<file path="src/rtl/pipeline_hazard_ctrl_pkg.sv">
// Shared definitions for the 5-stage core's stall/flush controller.
package pipeline_hazard_ctrl_pkg;

    localparam int unsigned ST_W = 2;

    localparam logic [ST_W-1:0] ST_IDLE  = 2'd0;
    localparam logic [ST_W-1:0] ST_RUN   = 2'd1;
    localparam logic [ST_W-1:0] ST_STALL = 2'd2;
    localparam logic [ST_W-1:0] ST_FLUSH = 2'd3;

    // Instruction IF_ID loads when flushed (addi x0, x0, 0)
    localparam logic [31:0] NOP_INSTR = 32'h00000013;

    // Per-cycle pipeline-register control bundle
    typedef struct packed {
        logic pc_en;
        logic if_id_en;
        logic if_id_flush;
        logic id_ex_flush;
    } pipe_ctrl_t;

    function automatic int unsigned max_u(input int unsigned a, input int unsigned b);
        return (a > b) ? a : b;
    endfunction

endpackage

</file>
<file path="src/rtl/pipeline_hazard_ctrl_hazard_detect.sv">
// Load-use hazard detector: ID-stage sources against a load's destination.
module pipeline_hazard_ctrl_hazard_detect
    import pipeline_hazard_ctrl_pkg::*;
#(
    parameter int unsigned REG_W = 5
) (
    input  logic [REG_W-1:0] rs1_id,
    input  logic [REG_W-1:0] rs2_id,
    input  logic             uses_rs2_id,
    input  logic [REG_W-1:0] rd_ex,
    input  logic             mem_read_ex,
    output logic             lu_c
);

    // x0 is never a real destination, so it cannot create a hazard
    always_comb begin
        lu_c = mem_read_ex && (rd_ex != '0) &&
               ((rd_ex == rs1_id) || (uses_rs2_id && (rd_ex == rs2_id)));
    end

endmodule

</file>
<file path="src/rtl/pipeline_hazard_ctrl.sv">
// Central stall/flush controller with saturating performance counters.
module pipeline_hazard_ctrl
    import pipeline_hazard_ctrl_pkg::*;
#(
    parameter int unsigned REG_W        = 5,
    parameter int unsigned CNT_W        = 32,
    parameter int unsigned STALL_CYCLES = 1,
    parameter int unsigned FLUSH_CYCLES = 1
) (
    input  logic             clk,
    input  logic             arst_n,
    input  logic             enable,
    input  logic [REG_W-1:0] rs1_id,
    input  logic [REG_W-1:0] rs2_id,
    input  logic             uses_rs2_id,
    input  logic [REG_W-1:0] rd_ex,
    input  logic             mem_read_ex,
    input  logic             redirect_ex,
    output logic             pc_en,
    output logic             if_id_en,
    output logic             if_id_flush,
    output logic             id_ex_flush,
    output logic             busy,
    output logic [CNT_W-1:0] cycle_cnt,
    output logic [CNT_W-1:0] stall_cnt,
    output logic [CNT_W-1:0] redirect_cnt
);

    localparam int unsigned DC_W      = $clog2(max_u(STALL_CYCLES, FLUSH_CYCLES)) + 1;
    localparam bit          MULTI_STL = (STALL_CYCLES > 1);
    localparam bit          MULTI_FLS = (FLUSH_CYCLES > 1);

    logic [ST_W-1:0] state, state_nxt;
    logic [DC_W-1:0] dcnt, dcnt_nxt;
    logic            inc_cyc, inc_stall, inc_red;
    logic            lu_c;
    pipe_ctrl_t      ctrl_c;

    pipeline_hazard_ctrl_hazard_detect #(.REG_W(REG_W)) u_hazard_detect (
        .rs1_id      (rs1_id),
        .rs2_id      (rs2_id),
        .uses_rs2_id (uses_rs2_id),
        .rd_ex       (rd_ex),
        .mem_read_ex (mem_read_ex),
        .lu_c        (lu_c)
    );

    // Next state, down-counter and pipeline controls; a dropped enable freezes the pipe
    always_comb begin
        state_nxt = state;
        dcnt_nxt  = dcnt;
        ctrl_c    = '0;
        inc_cyc   = 1'b0;
        inc_stall = 1'b0;
        inc_red   = 1'b0;
        if (!enable) begin
            state_nxt = ST_IDLE;
            dcnt_nxt  = '0;
        end else if (state == ST_IDLE) begin
            state_nxt = ST_RUN;
        end else begin
            inc_cyc = 1'b1;
            if (redirect_ex) begin
                ctrl_c  = '{pc_en: 1'b1, if_id_en: 1'b1, if_id_flush: 1'b1, id_ex_flush: 1'b1};
                inc_red = 1'b1;
                if (MULTI_FLS) begin
                    state_nxt = ST_FLUSH;
                    dcnt_nxt  = DC_W'(FLUSH_CYCLES - 1);
                end else begin
                    state_nxt = ST_RUN;
                    dcnt_nxt  = '0;
                end
            end else if (state == ST_FLUSH) begin
                ctrl_c   = '{pc_en: 1'b1, if_id_en: 1'b1, if_id_flush: 1'b1, id_ex_flush: 1'b1};
                dcnt_nxt = dcnt - DC_W'(1);
                if (dcnt == DC_W'(1)) state_nxt = ST_RUN;
            end else if ((state == ST_STALL) || lu_c) begin
                ctrl_c.id_ex_flush = 1'b1;
                inc_stall          = 1'b1;
                if (state == ST_STALL) begin
                    dcnt_nxt = dcnt - DC_W'(1);
                    if (dcnt == DC_W'(1)) state_nxt = ST_RUN;
                end else if (MULTI_STL) begin
                    state_nxt = ST_STALL;
                    dcnt_nxt  = DC_W'(STALL_CYCLES - 1);
                end
            end else begin
                ctrl_c.pc_en    = 1'b1;
                ctrl_c.if_id_en = 1'b1;
            end
        end
    end

    // Controls are combinational from state and inputs
    always_comb begin
        pc_en       = ctrl_c.pc_en;
        if_id_en    = ctrl_c.if_id_en;
        if_id_flush = ctrl_c.if_id_flush;
        id_ex_flush = ctrl_c.id_ex_flush;
        busy        = (state == ST_STALL) || (state == ST_FLUSH);
    end

    // State, down-counter and saturating performance counters
    always_ff @(posedge clk) begin
        if (!arst_n) begin
            state        <= ST_IDLE;
            dcnt         <= '0;
            cycle_cnt    <= '0;
            stall_cnt    <= '0;
            redirect_cnt <= '0;
        end else begin
            state <= state_nxt;
            dcnt  <= dcnt_nxt;
            if (inc_cyc && (cycle_cnt != '1))    cycle_cnt    <= cycle_cnt + CNT_W'(1);
            if (inc_stall && (stall_cnt != '1))  stall_cnt    <= stall_cnt + CNT_W'(1);
            if (inc_red && (redirect_cnt != '1)) redirect_cnt <= redirect_cnt + CNT_W'(1);
        end
    end

endmodule
</file>
<file path="config.mk">
export PLATFORM = sky130hd
export DESIGN_NAME = pipeline_hazard_ctrl
export DESIGN_NICKNAME = d
export VERILOG_FILES = /design/src/rtl/pipeline_hazard_ctrl_pkg.sv /design/src/rtl/pipeline_hazard_ctrl_hazard_detect.sv /design/src/rtl/pipeline_hazard_ctrl.sv
export SDC_FILE = /design/constraint.sdc
export NUM_CORES = 1
export LEC_CHECK = 0
export ABC_AREA = 1
export BUFFER_PORTS_ARGS = -buffer_cell sky130_fd_sc_hd__buf_4
export CAP_MARGIN = 20
export CORE_UTILIZATION = 35
export CTS_CLUSTER_SIZE = 30
export DETAILED_ROUTE_END_ITERATION = 6
export HOLD_SLACK_MARGIN = 0.12
export PLACE_DENSITY_LB_ADDON = 0.25
export SYNTH_ARGS = -nofsm -noshare
export SYNTH_HDL_FRONTEND = slang
export SYNTH_SLANG_ARGS = --single-unit
</file>
<file path="constraint.sdc">
create_clock -name clk -period 4.2 [get_ports clk]
set_clock_uncertainty 0.15 [all_clocks]
set_input_delay 0.21 -clock clk [delete_from_list [all_inputs] [get_ports clk]]
set_output_delay 0.21 -clock clk [all_outputs]
set_load 0.1 [all_outputs]
</file>
==> results.json, run 1 <==
{
  "seq_power_share_pct": 48.1,
  "nFillCells": 1903,
  "initial_core_util_pct": 36.1,
  "fmax_mhz": 378,
  "drive_gt1_share_pct": 16.4,
  "ant_nets": 0,
  "min_path_type": "primary input to flop",
  "synth-seq-cells": 97,
  "cap_violations": 0,
  "post_cts_buffers": 0,
  "ir_drop_v": 0.000200,
  "arrival_ns": 2.69,
  "design.die.area_um2": 18500,
  "p_int_mw": 1.47,
  "routed_wl_mm": 18.7,
  "period_share_pct": 63.0,
  "grt_usage_pct": 20.8,
  "worstMarginPinSlew_ns": 0.898,
  "max_slew_margin_pct": 40.0,
  "clock_path_buffers": 2,
  "regArea_um2": 1940,
  "stdcell_count": 1350,
  "cp_slowest_cell": "nand2_2",
  "cts_tree": "built",
  "combPwrFrac_pct": 5.7,
  "ys_dominant_reg_cell": "dfxtp_1",
  "multi_input_area_um2": 3820,
  "cp-end-kind": "flop",
  "fin_util_pct": 44.1,
  "period_needed_ns": 2.65,
  "rsz0062_at_grt": "no",
  "clkPwrFrac_pct": 46.2,
  "dpl.cell_count": 1330,
  "viasPerCell": 5.00,
  "grt_pass1_vias": 6061,
  "cpMostUsedCell": "nand2_1",
  "drt-met1-wl_mm": 9.04,
  "swShare_pct": 23.7,
  "power.density_nw_per_um2": 250,
  "drc": 0,
  "antenna_found_initial": 0,
  "synth.most_common_cell": "nand2_1",
  "leakagePower_nw": 2.91,
  "clk_pin_slew_ns": 0.07,
  "cp_max_fo": 33,
  "wl_met2_mm": 8.39,
  "clock_latency_ns": 0.36,
  "outcome": "complete, no violations",
  "synth_largest_area_cell": "dfxtp_1",
  "nNetsFinal": 1144,
  "critPathKind": "flop to flop",
  "area_growth_pct": 21.9,
  "crit_chain": "ha_1 > nand2_1 > nor2_1 > nand2_1 > nor2_2 > nand2_1 > nand2_2 > inv_2 > nand2_1 > a21oi_1",
  "die_x_um": 136,
  "tns_ns": 0,
  "max_stage_delay_ns": 0.46,
  "synth_cell_type_count": 36,
  "numCtsBuffers": 9,
  "io_buffers": 120,
  "htreeDepth": 3,
  "antenna_cells": 0,
  "syn-mean-instance-area_um2": 6.19,
  "ys_seq_area_share_pct": 30.8,
  "vias": 6746,
  "rows": 48,
  "wl_per_cell_um": 13.8,
  "cts_root_buffer": "clkbuf_16",
  "wl_met3_um": 861,
  "first_iter_violations": 491,
  "ys_warn_count": 0,
  "final_max_slew_viol_count": 0,
  "cp_data_required_time_ns": 4.24,
  "synth_edf_count": 0,
  "grt-ovfl-total": 0,
  "grt_pass1_wl_mm": 30.7,
  "syn_nets": 1041,
  "setup-violations-final": 0,
  "design.core.area_um2": 17400,
  "gp_congestion": 0.963,
  "synth_cells": 1017,
  "crit_path_start_kind": "flop",
  "firstDrtPassIters": 5,
  "highest_layer": "met4",
  "cts.sinks": 97,
  "synth_area_um2": 6300,
  "ys_top_cells_by_area": "dfxtp_1 31%, nand2_1 19%, nor2_1 7.7%",
  "grt_max_degree": 45,
  "hold_viol_final": 0,
  "synth_async_sr_flop_share_pct": 0,
  "synth_top_area_share_pct": 30.8,
  "dieHeight_um": 136,
  "io_pins": 122,
  "switchingPower_mw": 0.456,
  "dp_hpwl_mm": 13.7,
  "synth_common_cells": "325 x nand2_1, 129 x nor2_1, 97 x dfxtp_1"
}
==> cell usage in the layout (no fill, tap or decap) <==
master	count
nand2_1	325
nor2_1	129
buf_4	123
dfxtp_1	97
a21oi_1	81
inv_1	72
nand3_1	55
xor2_1	41
nor3_1	35
o21ai_1	31
nand4_1	21
xnor2_1	16
inv_2	15
o21ai_0	14
clkbuf_16	9
nor3_2	8
nand3b_1	8
nor2_2	8
nand2_2	6
nand3_2	4
nor3b_1	3
ha_1	3
clkbuf_8	3
dlygate4sd3_1	3
clkinv_4	2
nand2b_1	1
o21bai_1	1
nor3_4	1
clkinv_2	1
nor2_4	1
nand4_2	1
or2_1	1
and3_1	1
a21oi_2	1
conb_1	1
bufinv_16	1
clkbuf_1	1
buf_16	1
==> power groups by stage <==
stage	sequential (mW)	combinational (mW)	clock, mW
finish	0.924	0.109	0.888
CTS	0.924	0.110	0.906
floorplan	0.957	0.0630	0
global route	0.924	0.120	0.950
detailed placement	0.945	0.108	0
global placement	0.945	0.107	0
==> state kept, by name (all words and copies together) (netlist names) <==
| name | count |
|---|---|
| redirect_cnt | 32 |
| cycle_cnt | 32 |
| stall_cnt | 32 |
| state | 1 |
==> path summary, 6_finish.rpt <==
kind	endpoint	cells after the start	slack, ns	start
worst max-delay path	cycle_cnt[23]$_SDFFE_PN0P_	10	1.55	cycle_cnt[0]$_SDFFE_PN0P_
worst min-delay path	stall_cnt[3]$_SDFFE_PN0P_	6	0.16	redirect_ex
worst max register to register	cycle_cnt[23]$_SDFFE_PN0P_	10	1.55	cycle_cnt[0]$_SDFFE_PN0P_
worst min register to register	cycle_cnt[20]$_SDFFE_PN0P_	2	0.36	cycle_cnt[20]$_SDFFE_PN0P_
==> metal layers <==
metal  track usage, %  up-vias
li1                 -     3473
met1             27.9     3084
met2             32.9      162
met3             3.62       27
met4             7.96        0
met5                0        -
==> metrics by stage <==
stage	instance area [µm²]	worst slack [ns]	hold slack, ns	power (mW)
4_1_cts	7650	1.54	0.204	1.94
3_3_place_gp	7300	1.57	0.251	1.05
6_report	7680	1.55	0.162	1.92
5_1_grt	7680	1.24	0.182	1.99
3_5_place_dp	7300	1.56	0.256	1.05
2_1_floorplan	6300	1.16	0.153	1.02
==> cell type report <==
cell class	instances	area share, %
well taps	225	3.67
inverters	88	4.32
multi-input cells	797	49.8
repair buffers	127	12.8
flip-flops and latches	97	25.3
clock buffers	13	3.52
clock inverters	3	0.619
==> logic make-up (layout without fill, tap and decap cells) <==
| logic type | count (synthesis) | in the layout | synth area share, % |
|---|---|---|---|
| other | 1 | 1 | 0.0596 |
| buffers and inverters | 123 | 231 | 8.45 |
| AOI/OAI and AO/OA | 128 | 128 | 10.3 |
| xor gates and xnor gates | 57 | 57 | 7.93 |
| and+or+nand+nor | 608 | 608 | 41.9 |
| DFF | 97 | 97 | 30.8 |
| adders and majority gates | 3 | 3 | 0.596 |
==> critical path, delay by kind of cell, from the launching register on <==
kind / cells / cell delay, ns
AND/OR/NAND/NOR: 7 / 1.21
flip-flops: 1 / 0.43
buffers and inverters: 1 / 0.41
adder cells (fa/ha/maj): 1 / 0.20
AO/OA/AOI/OAI: 1 / 0.08
==> timing repair <==
action / in CTS / in global routing
hold buffers: 3 / 0
hold endpoints to repair: 20 / 0
gates resized for setup: 0 / 0
No activity file was read; power rests on OpenSTA's default activity.
==> inputs of run 2 (changes only) <==
==> constraint.sdc (replaced) <==
create_clock -name clk -period 2.6 [get_ports clk]
set_clock_uncertainty 0.15 [all_clocks]
set_input_delay 0.13 -clock clk [delete_from_list [all_inputs] [get_ports clk]]
set_output_delay 0.13 -clock clk [all_outputs]
set_load 0.1 [all_outputs]
==> results.json, run 2 (synthesis results as in run 1) <==
{
  "worstMarginPinSlew_ns": 0.676,
  "place_area_um2": 7430,
  "regArea_um2": 1950,
  "design.core.area_um2": 17400,
  "grt_max_degree": 39,
  "nNetsFinal": 1154,
  "cts_resized": 0,
  "routed_wl_mm": 18.8,
  "die_x_um": 136,
  "tns_ns": 0,
  "cap_violations": 0,
  "dieHeight_um": 136,
  "r2r_start": "redirect_cnt[0]$_SDFFE_PN0P_",
  "critPathCapture": "redirect_cnt[2]$_SDFFE_PN0P_",
  "numCtsBuffers": 9,
  "cts_tree": "built",
  "outcome": "complete, no violations",
  "top_regs": "cycle_cnt: 32 flops, redirect_cnt: 32 flops, stall_cnt: 32 flops",
  "final_cell_mix": "325 x nand2_1, 134 x buf_4, 128 x nor2_1",
  "period_share_pct": 81.4,
  "grt_pass1_vias": 6083,
  "fmax_mhz": 472,
  "dp_slack_ns": 0.470,
  "min_path_type": "primary input to flop",
  "clk_pin_slew_ns": 0.07,
  "final_max_slew_viol_count": 0,
  "final_common_cell": "nand2_1",
  "rows": 48,
  "crit_path_start_kind": "flop",
  "grt-ovfl-total": 0,
  "antenna_found_initial": 0,
  "crit_chain": "ha_1 > nand2_1 > nor2_1 > nand2_1 > nor2_1 > nand2_1 > nand2_2 > buf_12 > o21ai_0 > nand2_1 > nor2_1",
  "clock_path_buffers": 2,
  "rsz0062_at_grt": "no",
  "dp_hpwl_mm": 14.3,
  "clock_latency_ns": 0.36,
  "drive_gt1_share_pct": 17.8,
  "dpl.cell_count": 1343,
  "setup-violations-final": 0,
  "setup.worst_path.start": "redirect_cnt[0]$_SDFFE_PN0P_",
  "ir_drop_v": 0.000313,
  "multi_input_area_um2": 3820,
  "viasPerCell": 4.97,
  "p_total_mw": 3.13,
  "fin_hold_ws_ns": 0.139,
  "layout_setup_ws_ns": 0.483,
  "hold_viol_final": 0,
  "reg2reg_depth": 11,
  "design_area_um2": 7760,
  "io_pins": 122,
  "cp_slowest_cell": "dfxtp_2",
  "wl_per_cell_um": 13.9,
  "grt_pass1_wl_mm": 30.6,
  "reg2reg_to": "redirect_cnt[2]$_SDFFE_PN0P_",
  "leakagePower_nw": 2.96,
  "cpMostUsedCell": "nand2_1",
  "post_cts_buffers": 0,
  "drc": 0,
  "grt_usage_pct": 20.8,
  "ant_nets": 0,
  "htreeDepth": 3,
  "reg2reg_slack_ns": 0.48,
  "hold_buffers": 1,
  "period_needed_ns": 2.12,
  "firstDrtPassIters": 5,
  "arrival_ns": 2.22,
  "max_stage_delay_ns": 0.37,
  "initial_core_util_pct": 36.1,
  "stdcell_count": 1359,
  "vias": 6748,
  "io_buffers": 120,
  "first_iter_violations": 409,
  "antenna_cells": 0,
  "power.density_nw_per_um2": 404,
  "critPathKind": "flop to flop",
  "nFillCells": 1875,
  "gp_congestion": 0.951,
  "cts.sinks": 97,
  "max_slew_margin_pct": 54.9,
  "cp-end-kind": "flop",
  "cp_data_required_time_ns": 2.70,
  "fin_util_pct": 44.5,
  "cts_root_buffer": "clkbuf_16",
  "cp_max_fo": 24,
  "area_growth_pct": 23.2,
  "design.die.area_um2": 18500
}
## run 2: cell count changes in the layout (fill, tap and decap cells not counted), sizes merged, moves of 2 or more
| cell | delta |
|---|---|
| buf | +12 |
| clkbuf | -4 |
| dlygate4sd3 | -2 |
| inv | +2 |
## run 2: worst min path at each step
stage,from,to,slack (ns),cells after the start
2_1_floorplan,enable,state[0]$_SDFFE_PN0P_,0.07,2
3_3_place_gp,enable,state[0]$_SDFFE_PN0P_,0.17,3
3_5_place_dp,enable,state[0]$_SDFFE_PN0P_,0.17,3
4_1_cts,redirect_ex,redirect_cnt[24]$_SDFFE_PN0P_,0.13,5
5_1_grt,arst_n,redirect_cnt[5]$_SDFFE_PN0P_,0.15,4
6_report,redirect_ex,redirect_cnt[24]$_SDFFE_PN0P_,0.14,5
## run 2: worst max-delay path, delay by kind of cell (launching register included)
family | cells | cell delay, ns
adder cells (fa/ha/maj) | 1 | 0.17
AO/OA/AOI/OAI | 1 | 0.09
AND/OR/NAND/NOR | 8 | 1.02
buffers and inverters | 1 | 0.19
flip-flops | 1 | 0.37
## run 2: where the power goes
group	switching (mW)	internal (mW)
Clock	0.619	0.844
Sequential	0.00357	1.49
Combinational	0.128	0.0528
Total	0.750	2.38
## run 2: cell type report
class	count	area share, %
repair buffers	137	13.6
clock inverters	6	1.16
inverters	88	4.27
multi-input cells	797	49.3
well taps	225	3.63
flip-flops and latches	97	25.1
clock buffers	9	2.90
## run 2: per-layer routing
metal | global-route usage (%) | routed length (µm) | vias up
li1 | - | - | 3479
met5 | 0 | 0 | -
met2 | 33.3 | 8650 | 205
met3 | 4.96 | 1110 | 20
met4 | 5.99 | 315 | 0
met1 | 27.5 | 8770 | 3044
==> inputs of run 3 (changes only) <==
--- a/config.mk
+++ b/config.mk
@@ -5,7 +5,7 @@
 export SDC_FILE = /design/constraint.sdc
 export NUM_CORES = 1
 export LEC_CHECK = 0
-export ABC_AREA = 1
+export ABC_AREA = 0
 export BUFFER_PORTS_ARGS = -buffer_cell sky130_fd_sc_hd__buf_4
 export CAP_MARGIN = 20
 export CORE_UTILIZATION = 35
==> constraint.sdc (replaced) <==
create_clock -name clk -period 2.05 [get_ports clk]
set_clock_uncertainty 0.15 [all_clocks]
set_input_delay 0.1025 -clock clk [delete_from_list [all_inputs] [get_ports clk]]
set_output_delay 0.1025 -clock clk [all_outputs]
set_load 0.1 [all_outputs]
==> results.json, run 3 <==
{
  "outcome": "finished with violations",
  "violations": "negative setup slack",
  "cp.depth": 6,
  "synth_area_um2": 4850,
  "fin_util_pct": 53.7,
  "vias": 4872,
  "ys_warn_count": 0,
  "syn-mean-instance-area_um2": 8.32,
  "initial_core_util_pct": 36.2,
  "power.density_nw_per_um2": 513,
  "grt_max_degree": 42,
  "routed_wl_mm": 13.5,
  "viasPerCell": 5.25,
  "period_share_pct": 104,
  "cts_root_buffer": "clkbuf_16",
  "multi_input_area_um2": 2970,
  "regArea_um2": 2290,
  "design.die.area_um2": 14300,
  "setup-violations-final": 4,
  "top_regs": "cycle_cnt: 32 flops, redirect_cnt: 32 flops, stall_cnt: 32 flops",
  "reg2reg_slack_ns": -0.07,
  "numCtsBuffers": 9,
  "max_stage_delay_ns": 0.44,
  "antenna_found_initial": 0,
  "synth.most_common_cell": "dfxtp_1",
  "r2r_start": "stall_cnt[7]$_SDFFE_PN0P_",
  "cp-end-kind": "flop",
  "critPathKind": "flop to flop",
  "drc": 0,
  "layout_setup_ws_ns": -0.0743,
  "reg2reg_depth": 6,
  "synth_edf_count": 0,
  "ant_nets": 0,
  "dp_hpwl_mm": 9.88,
  "cp_data_required_time_ns": 2.17,
  "period_needed_ns": 2.12,
  "cp_slowest_cell": "or4_1",
  "rows": 42,
  "die_x_um": 120,
  "io_pins": 122,
  "final_common_cell": "buf_4",
  "grt_pass1_wl_mm": 22.1,
  "gp_congestion": 0.802,
  "nNetsFinal": 771,
  "critPathCapture": "stall_cnt[19]$_SDFFE_PN0P_",
  "drive_gt1_share_pct": 44.0,
  "synth_cells": 583,
  "hold_viol_final": 0,
  "synth_async_sr_flop_share_pct": 0,
  "io_buffers": 120,
  "hold_buffers": 3,
  "cp_top_family": "simple AND/OR/NAND/NOR gates",
  "synth_cell_type_count": 53,
  "cap_violations": 0,
  "synth_top_area_share_pct": 40.0,
  "fmax_mhz": 471,
  "crit_chain": "nand4_1 > or2_4 > a2111oi_4 > nand2_2 > or4_1 > a21oi_1",
  "grt-ovfl-total": 0,
  "clk_pin_slew_ns": 0.06,
  "grt_usage_pct": 19.1,
  "ys_dominant_reg_cell": "dfxtp_1",
  "firstDrtPassIters": 4,
  "setup.worst_path.start": "stall_cnt[7]$_SDFFE_PN0P_",
  "ys_top_cells_by_area": "dfxtp_1 40%, xor2_1 7.9%, nor2_1 6.3%",
  "min_path_type": "primary input to flop",
  "final_max_slew_viol_count": 0,
  "arrival_ns": 2.24,
  "cts.sinks": 97,
  "synth-seq-cells": 97,
  "cts_tree": "built",
  "first_iter_violations": 202,
  "rsz0062_at_grt": "yes",
  "area_growth_pct": 48.2,
  "clock_path_buffers": 2,
  "design.core.area_um2": 13400,
  "wl_per_cell_um": 14.5,
  "ir_drop_v": 0.000309,
  "cp_max_fo": 5,
  "leakagePower_nw": 2.77,
  "dieHeight_um": 120,
  "synth_common_cells": "97 x dfxtp_1, 82 x nor2_1, 46 x nand2_1, 46 x nand3_1, 44 x xor2_1",
  "crit_buf_inv": 0,
  "worstMarginPinSlew_ns": 0.717,
  "crit_path_start_kind": "flop",
  "final_cell_mix": "168 x buf_4, 90 x dfxtp_4, 79 x nor2_1",
  "nFillCells": 1231,
  "antenna_cells": 0,
  "max_slew_margin_pct": 52.0,
  "fin_hold_ws_ns": 0.0271,
  "reg2reg_to": "stall_cnt[19]$_SDFFE_PN0P_",
  "syn_nets": 607,
  "synth_largest_area_cell": "dfxtp_1",
  "ys_seq_area_share_pct": 40.0,
  "clock_latency_ns": 0.35,
  "grt_pass1_vias": 4573,
  "htreeDepth": 3
}
[run 3: cell count changes in the layout (fill, tap and decap cells not counted), moves of 11 or more]
cell | previous run | this run
and4_1 | 0 | 11
nand2_1 | 325 | 44
a21oi_1 | 81 | 22
nor3_1 | 35 | 4
dfxtp_4 | 0 | 90
inv_1 | 72 | 13
nor2_1 | 128 | 79
o21ai_1 | 31 | 0
or3_1 | 0 | 15
and3_1 | 1 | 15
buf_4 | 134 | 168
dfxtp_1 | 93 | 0
inv_2 | 15 | 1
[run 3: worst register-to-register path, cell delays in order (launching register included)]
cell and delay [ns]:
dfxtp_4 0.34, nand4_1 0.15, or2_4 0.29, a2111oi_4 0.36, nand2_2 0.16, or4_1 0.44
a21oi_1 0.15
[run 3: where the power goes]
| part | leakage (nW) | internal [mW] | switching [mW] |
|---|---|---|---|
| Sequential | 0.858 | 1.77 | 0.00494 |
| Clock | 0.142 | 0.975 | 0.730 |
| Combinational | 1.77 | 0.0730 | 0.133 |
| Total | 2.77 | 2.82 | 0.867 |
[run 3: metal layers]
metal  part of all wire (%)  track usage [%]  vias up  routed length [µm]
met2                     49             32.4       85                6650
met1                     45             23.6     2358                6110
met4                    1.5             7.42        0                 201
li1                       -                -     2416                   -
met3                    4.0             3.71       13                 541
met5                      0                0        -                   0
[run 3: how the worst min path moves through the flow]
stage,from,end,cells past startpoint
floorplan,enable,state[0]$_SDFFE_PN0P_,1
global placement,enable,state[0]$_SDFFE_PN0P_,2
detailed placement,enable,state[0]$_SDFFE_PN0P_,2
CTS,arst_n,stall_cnt[17]$_SDFFE_PN0P_,3
global route,arst_n,stall_cnt[17]$_SDFFE_PN0P_,3
finish,arst_n,stall_cnt[14]$_SDFFE_PN0P_,3
[run 3: stage by stage]
stage / TNS (ns) / power [mW] / setup slack [ns] / cells / area, µm²
4_1_cts: -0.0169 / 3.73 / -0.0169 / 925 / 7060
3_5_place_dp: -0.176 / 2.02 / -0.0596 / 903 / 6710
2_1_floorplan: -1.77 / 1.94 / -0.251 / 583 / 5350
5_1_grt: -0.991 / 3.82 / -0.159 / 928 / 7190
3_3_place_gp: 0 / 2.01 / 0.00864 / 903 / 6710
6_report: -0.125 / 3.69 / -0.0743 / 928 / 7190
[run 3: kinds of logic (layout without fill, tap and decap cells)]
| kind of cell | after synthesis | count (layout) | share of synthesized area [%] |
|---|---|---|---|
| buf+inv | 39 | 206 | 3.58 |
| simple gates | 295 | 297 | 32.1 |
| flops | 97 | 97 | 40.0 |
| compound gates | 76 | 76 | 10.4 |
| other cells | 1 | 1 | 0.0773 |
| xor+xnor | 69 | 69 | 12.5 |
| mux | 3 | 3 | 0.619 |
| fa+ha+maj | 3 | 3 | 0.774 |
[run 3: layout make-up]
class                           instances  area share [%]
Clock buffer                           11            3.38
Clock inverter                          5           0.766
Inverter                               14           0.731
Multi-Input combinational cell        449            41.4
Sequential cell                        97            31.8
Tap cell                              176            3.06
Timing Repair Buffer                  176            18.9
[run 3: timing repair]
item	4_1_cts	5_1_grt
gates resized for setup	0	25
hold endpoints to repair	12	11
pin swaps	4	10
setup buffers	2	2
endpoints found under the setup margin	5	43
gates cloned	1	1
